===== src/rtl/conv1d_stream_par_if.sv =====
// conv1d_stream_par_if: valid/ready bundle for the streaming 1-D convolution engine.
//   f_*  filter coefficient load channel (producer -> engine)
//   x_*  input sample channel            (producer -> engine)
//   y_*  output sample channel           (engine -> consumer)
//   master: the side that supplies f/x and consumes y; slave: the engine.
interface conv1d_stream_par_if #(
   parameter int T = 20
);
   logic [T-1:0] f_data;
   logic         f_valid;
   logic         f_ready;
   logic [T-1:0] x_data;
   logic         x_valid;
   logic         x_ready;
   logic [T-1:0] y_data;
   logic         y_valid;
   logic         y_ready;

   modport master (
      output f_data, f_valid, x_data, x_valid, y_ready,
      input  f_ready, x_ready, y_data, y_valid
   );

   modport slave (
      input  f_data, f_valid, x_data, x_valid, y_ready,
      output f_ready, x_ready, y_data, y_valid
   );
endinterface


===== src/rtl/conv1d_stream_par.sv =====
// conv1d_stream_par: streaming valid-mode 1-D convolution with a runtime-loaded filter.
//   clk    clock
//   reset  synchronous, active-high; clears all state including the filter
//   bus    conv1d_stream_par_if.slave
//          f_data/f_valid/f_ready  filter coefficients 0..SIZE_F-1, accepted once per reset
//          x_data/x_valid/x_ready  input samples 0..SIZE_X-1, one vector per LOAD phase
//          y_data/y_valid/y_ready  outputs 0..C-1, C = SIZE_X-SIZE_F+1
//   P lanes compute one output group per SIZE_F cycles with saturating multiply and add;
//   RELU=1 clamps negative results to zero before they are buffered.
module conv1d_stream_par #(
   parameter int T      = 20,
   parameter int SIZE_X = 16,
   parameter int SIZE_F = 4,
   parameter int P      = 2,
   parameter int RELU   = 1
) (
   input logic                clk,
   input logic                reset,
   conv1d_stream_par_if.slave bus
);
   localparam int C  = SIZE_X - SIZE_F + 1;
   localparam int G  = (C + P - 1) / P;
   localparam int XI = $clog2(SIZE_X);
   localparam int FI = $clog2(SIZE_F);
   localparam int CW = C > 1 ? $clog2(C) : 1;
   localparam int GW = G > 1 ? $clog2(G) : 1;
   localparam logic signed [T-1:0] MAXV = {1'b0, {(T-1){1'b1}}};
   localparam logic signed [T-1:0] MINV = {1'b1, {(T-1){1'b0}}};

   typedef enum logic [1:0] {LOAD, COMPUTE, DRAIN} state_t;

   state_t              state, state_nxt;
   logic signed [T-1:0] f_mem [SIZE_F];
   logic signed [T-1:0] x_mem [SIZE_X];
   logic signed [T-1:0] y_mem [C];
   logic signed [T-1:0] acc [P];
   logic signed [T-1:0] acc_nxt [P];
   logic [FI-1:0]       f_cnt, k;
   logic [XI-1:0]       x_cnt;
   logic [CW-1:0]       y_cnt;
   logic [GW-1:0]       g;
   logic                f_loaded, x_done;
   logic                f_fire, x_fire, y_fire, last_tap, last_group;

   // Full-precision product clamped to T bits: it fits only when the top T+1 bits agree.
   function automatic logic signed [T-1:0] sat_mul(input logic signed [T-1:0] a, input logic signed [T-1:0] b);
      logic signed [2*T-1:0] p;
      p = a * b;
      return (p[2*T-1:T-1] == {(T+1){p[2*T-1]}}) ? p[T-1:0] : (p[2*T-1] ? MINV : MAXV);
   endfunction

   // One guard bit catches overflow of the T-bit add.
   function automatic logic signed [T-1:0] sat_add(input logic signed [T-1:0] a, input logic signed [T-1:0] b);
      logic signed [T:0] s;
      s = {a[T-1], a} + {b[T-1], b};
      return (s[T] == s[T-1]) ? s[T-1:0] : (s[T] ? MINV : MAXV);
   endfunction

   function automatic logic signed [T-1:0] relu(input logic signed [T-1:0] v);
      return (RELU != 0 && v[T-1]) ? '0 : v;
   endfunction

   assign f_fire     = bus.f_valid && bus.f_ready;
   assign x_fire     = bus.x_valid && bus.x_ready;
   assign y_fire     = bus.y_valid && bus.y_ready;
   assign last_tap   = k == FI'(SIZE_F - 1);
   assign last_group = g == GW'(G - 1);

   // Lane l of group g accumulates tap k of output g*P+l. Lanes past C-1 in the last
   // group read a clamped sample address; their results are never written back.
   always_comb begin
      int xi;
      xi = 0;
      for (int l = 0; l < P; l++) begin
         xi = int'(g) * P + l + int'(k);
         xi = xi > SIZE_X - 1 ? SIZE_X - 1 : xi;
         acc_nxt[l] = sat_add(k == '0 ? MAXV ^ MAXV : acc[l], sat_mul(x_mem[XI'(xi)], f_mem[k]));
      end
   end

   always_ff @(posedge clk) begin
      if (reset) begin
         state    <= LOAD;
         f_cnt    <= '0;
         x_cnt    <= '0;
         y_cnt    <= '0;
         g        <= '0;
         k        <= '0;
         f_loaded <= 1'b0;
         x_done   <= 1'b0;
         for (int l = 0; l < P; l++) acc[l] <= '0;
      end else begin
         state <= state_nxt;
         if (f_fire) begin
            f_mem[f_cnt] <= bus.f_data;
            f_cnt        <= f_cnt + 1'b1;
            if (f_cnt == FI'(SIZE_F - 1)) f_loaded <= 1'b1;
         end
         if (x_fire) begin
            x_mem[x_cnt] <= bus.x_data;
            x_cnt        <= x_cnt == XI'(SIZE_X - 1) ? '0 : x_cnt + 1'b1;
            if (x_cnt == XI'(SIZE_X - 1)) x_done <= 1'b1;
         end
         if (state == COMPUTE) begin
            for (int l = 0; l < P; l++) acc[l] <= acc_nxt[l];
            k <= last_tap ? '0 : k + 1'b1;
            if (last_tap) begin
               g <= last_group ? '0 : g + 1'b1;
               for (int l = 0; l < P; l++)
                  if (int'(g) * P + l < C) y_mem[CW'(int'(g) * P + l)] <= relu(acc_nxt[l]);
            end
         end
         // Releasing x_done on the final output reopens the x port; the filter stays loaded.
         if (y_fire) begin
            y_cnt <= y_cnt == CW'(C - 1) ? '0 : y_cnt + 1'b1;
            if (y_cnt == CW'(C - 1)) x_done <= 1'b0;
         end
      end
   end

   always_comb begin
      state_nxt = state;
      case (state)
         LOAD:    if (f_loaded && x_done) state_nxt = COMPUTE;
         COMPUTE: if (last_tap && last_group) state_nxt = DRAIN;
         DRAIN:   if (y_fire && y_cnt == CW'(C - 1)) state_nxt = LOAD;
         default: state_nxt = LOAD;
      endcase
   end

   always_comb begin
      bus.f_ready = !f_loaded;
      bus.x_ready = state == LOAD && !x_done;
      bus.y_valid = state == DRAIN;
      bus.y_data  = state == DRAIN ? y_mem[y_cnt] : '0;
   end
endmodule


===== src/flat_wrapper.sv =====
// flat-port wrapper written by rule: the top's interface ports become plain ports
module conv1d_stream_par_flat 
#(
   parameter int T      = 20,
   parameter int SIZE_X = 16,
   parameter int SIZE_F = 4,
   parameter int P      = 2,
   parameter int RELU   = 1
)
  (clk, reset, bus_f_data, bus_f_valid, bus_x_data, bus_x_valid, bus_y_ready, bus_f_ready, bus_x_ready, bus_y_data, bus_y_valid);
  conv1d_stream_par_if #(.T(T)) bus_i ();
  input logic clk;
  input logic reset;
  input wire logic [$bits(bus_i.f_data)-1:0] bus_f_data;
  input wire logic [$bits(bus_i.f_valid)-1:0] bus_f_valid;
  input wire logic [$bits(bus_i.x_data)-1:0] bus_x_data;
  input wire logic [$bits(bus_i.x_valid)-1:0] bus_x_valid;
  input wire logic [$bits(bus_i.y_ready)-1:0] bus_y_ready;
  output wire logic [$bits(bus_i.f_ready)-1:0] bus_f_ready;
  output wire logic [$bits(bus_i.x_ready)-1:0] bus_x_ready;
  output wire logic [$bits(bus_i.y_data)-1:0] bus_y_data;
  output wire logic [$bits(bus_i.y_valid)-1:0] bus_y_valid;
  assign bus_i.f_data = bus_f_data;
  assign bus_i.f_valid = bus_f_valid;
  assign bus_i.x_data = bus_x_data;
  assign bus_i.x_valid = bus_x_valid;
  assign bus_i.y_ready = bus_y_ready;
  assign bus_f_ready = bus_i.f_ready;
  assign bus_x_ready = bus_i.x_ready;
  assign bus_y_data = bus_i.y_data;
  assign bus_y_valid = bus_i.y_valid;
  conv1d_stream_par #(.T(T), .SIZE_X(SIZE_X), .SIZE_F(SIZE_F), .P(P), .RELU(RELU)) u_core (.clk(clk), .reset(reset), .bus(bus_i));
endmodule

===== config.mk =====
export PLATFORM = sky130hd
export DESIGN_NAME = conv1d_stream_par_flat
export DESIGN_NICKNAME = d
export VERILOG_FILES = /design/src/rtl/conv1d_stream_par_if.sv /design/src/rtl/conv1d_stream_par.sv /design/src/flat_wrapper.sv
export SDC_FILE = /design/constraint.sdc
export NUM_CORES = 2
export LEC_CHECK = 0
export CORE_MARGIN = 5
export CORE_UTILIZATION = 38
export CTS_CLUSTER_SIZE = 16
export DETAILED_ROUTE_END_ITERATION = 8
export PLACE_DENSITY = 0.65
export SYNTH_ARGS = -nofsm -noshare
export SYNTH_HDL_FRONTEND = slang
export SYNTH_SLANG_ARGS = --single-unit

===== constraint.sdc =====
create_clock -name clk -period 12.1 [get_ports clk]
set_input_delay 1.21 -clock clk [delete_from_list [all_inputs] [get_ports clk]]
set_output_delay 1.21 -clock clk [all_outputs]
set_load 0.01 [all_outputs]

# == Word-level counts from Yosys, hierarchy flattened ==
# Memory sizes are Yosys's and may differ from the RTL's. A register that Yosys moved wholly into a read port is not among the register bits.
# Index checks and enable logic that the tools add are counted.
# classes
n_mul,2
n_shift,0
n_addsub,10
n_mux,54
bitwise_logic,2
div_mod_pow,0
magnitude_cmp,4
n_reduce_logical,14
eq_ne,14
# ops
operator,n
2-to-1 mux 20 bit,13
multiplier 20 x 20 -> 40 bit,2
adder 20 x 20 -> 21 bit,2
== test 20 bit,2
2-to-1 mux 19 bit,2
> comparator 32 x 5 -> 1 bit (second input constant),1
less-than comparator 32 x 5 -> 1 bit (second input constant),1
2-to-1 mux 1 bit,25
2-to-1 mux 4 bit,6
2-to-1 mux 2 bit,6
adder 4 x 1 -> 4 bit (second input constant),2
== test 4 bit (second input constant),2
logical AND 1 bit,7
adder 5 x 2 -> 6 bit,1
== test 2 bit (second input constant),3
one-hot mux 2 bit (3 select lines),1
adder 4 x 1 -> 5 bit (second input constant),1
adder 4 x 2 -> 5 bit,1
> comparator 5 x 4 -> 1 bit (second input constant),1
adder 2 x 1 -> 2 bit (second input constant),2
zero test 2 bit,2
less-than comparator 4 bit (second input constant),1
!= test 2 bit (second input constant),2
AND reduction 2 bit,2
9 further kinds,12
# totals
elab_cells,112
memories,4
regBits,19
mem_bits_ro,0
input_bits,45
latch_bits,0
mem_bits_rw,687
# memory_table
name,depth,word_bits,read_ports,rd_ports_with_merged_regs,wr,line,text
u_core.x_mem,16,20,2,0,1,conv1d_stream_par.sv:34,logic signed [T-1:0] x_mem [SIZE_X];
u_core.y_mem,13,19,1,1,2,conv1d_stream_par.sv:35,logic signed [T-1:0] y_mem [C];
u_core.f_mem,4,20,1,1,1,conv1d_stream_par.sv:33,logic signed [T-1:0] f_mem [SIZE_F];
u_core.acc,2,20,2,0,2,conv1d_stream_par.sv:36,logic signed [T-1:0] acc [P];

# == Depth between registers and ports, before layout ==
# An unclocked memory read counts as a cell.
# depth
word_depth,12
mapped_depth,54
ltp_nobuf,47

# == Least setup slack after synthesis ==
# Ideal clock, no wire load.
# synth_timing
path_type,register to register
startpoint,reg u_core.g[0]
endpoint,mem u_core.y_mem[11][10] (netlist bit) (data pin)
path_slack_ns,-1.022
arrival_time_ns,12.830
setup_ns,0.292
required_time_ns,11.808
path_buffers,9
synth_period_minus_slack_ns,13.122
path_stages_with_launch,48
cell_sequence,dfxtp_1 -> fa_1 -> nand3_1 -> and2_1 -> buf_2 -> buf_2 -> buf_2 -> buf_2 -> clkbuf_1 -> nand3_1 -> a311o_1 -> o21ai_0 -> clkbuf_1 -> nor2_1 -> fa_1 -> fa_1 -> fa_1 -> inv_1 -> [... 12 more ...] -> o31ai_4 -> mux2i_1 -> nand2_1 -> nor4_1 -> a41oi_2 -> buf_6 -> a21o_1 -> ha_1 -> a21o_1 -> a21oi_1 -> nor2b_1 -> o21ai_0 -> a211oi_1 -> o41a_1 -> o22ai_1 -> xor2_1 -> clkbuf_1 -> a21oi_1
# synth_rtl
item,line,text
from (decl),conv1d_stream_par.sv:41,logic [GW-1:0] g;
from (signal assigned),conv1d_stream_par.sv:108,g <= last_group ? '0 : g + 1'b1;
to (decl),conv1d_stream_par.sv:35,

==> reports/qor.txt <==
Status: finished clean
Final min period: 12040 ps
Pre-CTS setup slack: -585 ps
Reg2reg start: u_core.g[0]
CP max stage delay: 610 ps
EDFF count, synth: 687
Total grt overflow: 0
Hold Crit Class: reg2reg
Post-route DRC: 0
Clk_skew: 46.3 ps
Crit. End Element: flip-flop
Critical Path RT: 12500 ps
Pins Over Slew Limit: 0
First-pass GRT wire length: 290000 µm
Placed Area: 0.0721 mm²
Iter 0 DRT Violations: 3897
Final setup fails: 0
# placed instances: 8197
Max_cap viols: 0
Syn_area_per_cell: 11.5 µm²
FF/Latch Area: 0.0211 mm²
Final hold violation count: 0
Chip width: 419 µm
ANT nets after route: 0
Row count: 150
Synth Net Count: 6702
Area of the multi-input gates: 0.0398 mm²
Count of cell types in the netlist: 92
Synthesized area: 0.0636 mm²
Vias/cell: 5.43
Commonest non-fill, non-tap cell in the layout: inv_1
Clk Latency, worst-skew pair: 680 ps
CP startpoint: u_core.g[0]
Die Area: 0.176 mm²
Clock Pin Slew Worst Setup and Hold Paths: 60 ps
Vias in the first global route: 48326
Gate Count Post-Synth: 5546
Core area: 0.167 mm²
Die Y-Extent: 419 µm
Top_reg_cell synth: edfxtp_1
Cell area after layout: 0.0780 mm²
Post-Route WL: 195000 µm
Commonest cells after routing, fill and taps aside: inv_1 (935), fa_1 (818), edfxtp_1 (687)
Initial antenna violation count: 7
Initial core utilization: 38.1%
Tcrit/Tclk final: 99.5%
Hold Path Origin: u_core.state[1]
Post-DP HPWL: 142000 µm
Setup ws final: 58.8 ps
Num Clock Sinks: 712
CTS tree: built
Fill cells: 14644
Yosys warnings: 0
Max_slew headroom: 15.1%
Post-CTS Hold Buffers: 0
H-tree depth: 3
Port bufs: 66
Clk buf depth: 3
FF+latch count, synth: 712
RSZ-0062 raised after global routing: true
Sequential share of the synthesized area: 33.2%
Root Driver: clkbuf_16
CP arrival: 12440 ps
Share of cells above drive strength 1: 24.5%
Pre-antenna DRT Iters: 8
WL per Instance: 23.0 µm
Cell repeated most along the worst path: buf_4
GRT Overall Usage: 21.7%
Fin nets: 7366
Crit path kind: reg2reg
Post-synth ARST share: 0%
Slew @ Worst Pin: 1270 ps
Via count: 45987
Final Non-Filler Cells: 8476
Area growth from synthesis to layout: 22.5%
I/O Pins: 68
Gpl congestion: 0.935
Largest net degree at the start of global routing: 58
Num CTS Buffers: 72
Crit start category: flip-flop
Peak Freq: 83.0 MHz
Slowest CP cell: fa_2
Worst-path fanout max: 12
-- final timing paths --
path	end	slack [ps]	depth (start not counted)
worst min register to register	u_core.state[0]	500	1
worst max register to register	u_core.y_mem[2][1]	60	49
worst min-delay path	u_core.state[0]	500	1
worst max-delay path	u_core.y_mem[2][1]	60	49
-- registers in the layout (all words and copies together), names as in the netlist, named ones only --
name             flops
u_core.x_done        1
u_core.y_cnt         4
u_core.x_cnt         4
u_core.state         2
u_core.f_loaded      1
u_core.k             2
u_core.acc          40
u_core.g             3
u_core.x_mem       320
u_core.f_cnt         2
u_core.y_mem       247
u_core.f_mem        80
-- critical path: cells and delay by family, from the launching register on --
kind	cells	cell delay (ps)
adder cells (fa/ha/maj)	10	4390
flip-flops	1	360
buffers and inverters	14	2010
multiplexers	2	780
AO/OA/AOI/OAI	13	2160
AND/OR/NAND/NOR	10	2000
-- cell families (layout without fill, tap and decap cells) --
logic type	Yosys count	count (layout)	synth area share (%)
buffers and inverters	1228	1950	7.36
multiplexers	321	321	9.01
AO/OA/AOI/OAI	671	671	7.05
adder cells (fa/ha/maj)	1111	1111	31.8
other	1	5	0.00589
flip-flops	712	712	33.2
XOR/XNOR	105	105	1.45
AND/OR/NAND/NOR	1397	1397	10.1
-- final cells by class --
type / instances / share of cell area (%)
well taps: 2204 / 3.54
diodes: 4 / 0.0128
repair buffers: 875 / 10.5
flip-flops and latches: 712 / 27.1
clock inverters: 43 / 0.753
clock buffers: 89 / 2.43
multi-input cells: 3606 / 51.1
inverters: 943 / 4.54
-- layer usage --
| layer | wire length (µm) | GRT usage (%) |
|---|---|---|
| met1 | 75400 | 27.8 |
| met2 | 93200 | 36.3 |
| met4 | 9890 | 9.08 |
| met3 | 16300 | 3.91 |
| met5 | 13 | 0 |
-- synthesized netlist by cell type (7+ instances only) --
cell	n	area share, %
fa_1	843	27
xor2_1	39	0.54
nand3_1	38	0.30
a211oi_1	21	0.25
and3_1	24	0.24
nand3b_1	7	0.083
nor2b_1	91	0.89
o21ai_1	10	0.079
edfxtp_1	687	32
buf_2	22	0.17
mux2_2	42	0.74
or2_2	13	0.13
a21boi_0	7	0.083
or3_1	14	0.14
nand4_1	19	0.19
a211o_1	8	0.11
buf_1	23	0.14
a21oi_1	185	1.5
o21ai_0	139	1.1
o21bai_1	14	0.17
inv_1	943	5.6
ha_1	268	5.3
mux4_2	197	7.0
o31ai_1	8	0.094
nor4_1	12	0.12
o211ai_1	14	0.17
nor3_1	79	0.62
a221oi_1	77	1.1
a31oi_1	13	0.13
xnor2_1	66	0.91
a21o_1	50	0.59
nand2_1	505	3.0
o221ai_1	16	0.22
o21a_1	30	0.35
nor2_1	395	2.3
a2111oi_0	9	0.12
nand2b_1	62	0.61
mux2i_1	82	1.3
and2_1	108	1.1
dfxtp_1	25	0.79
clkbuf_1	233	1.4
-- metrics by stage --
stage | hold WS, ps | util (%) | setup TNS [ps]
final | 501 | 46.7 | 0
after global routing | 535 | 46.7 | -62750
after CTS | 502 | 45.2 | -15.7
after detailed placement | 495 | 43.2 | -65990
after global placement | 482 | 43.2 | -27220
after floorplan | 452 | - | 0
-- timing repair --
| item | in CTS | in global routing |
|---|---|---|
| gates resized for setup | 126 | 303 |
| buffers inserted | 29 | 96 |
| pin swaps | 48 | 104 |
| setup endpoints to repair | 286 | 287 |
| cloned | 5 | 16 |
Power is not shown: default switching activity piles up to over one toggle a cycle in this logic, so the estimate is an artifact.
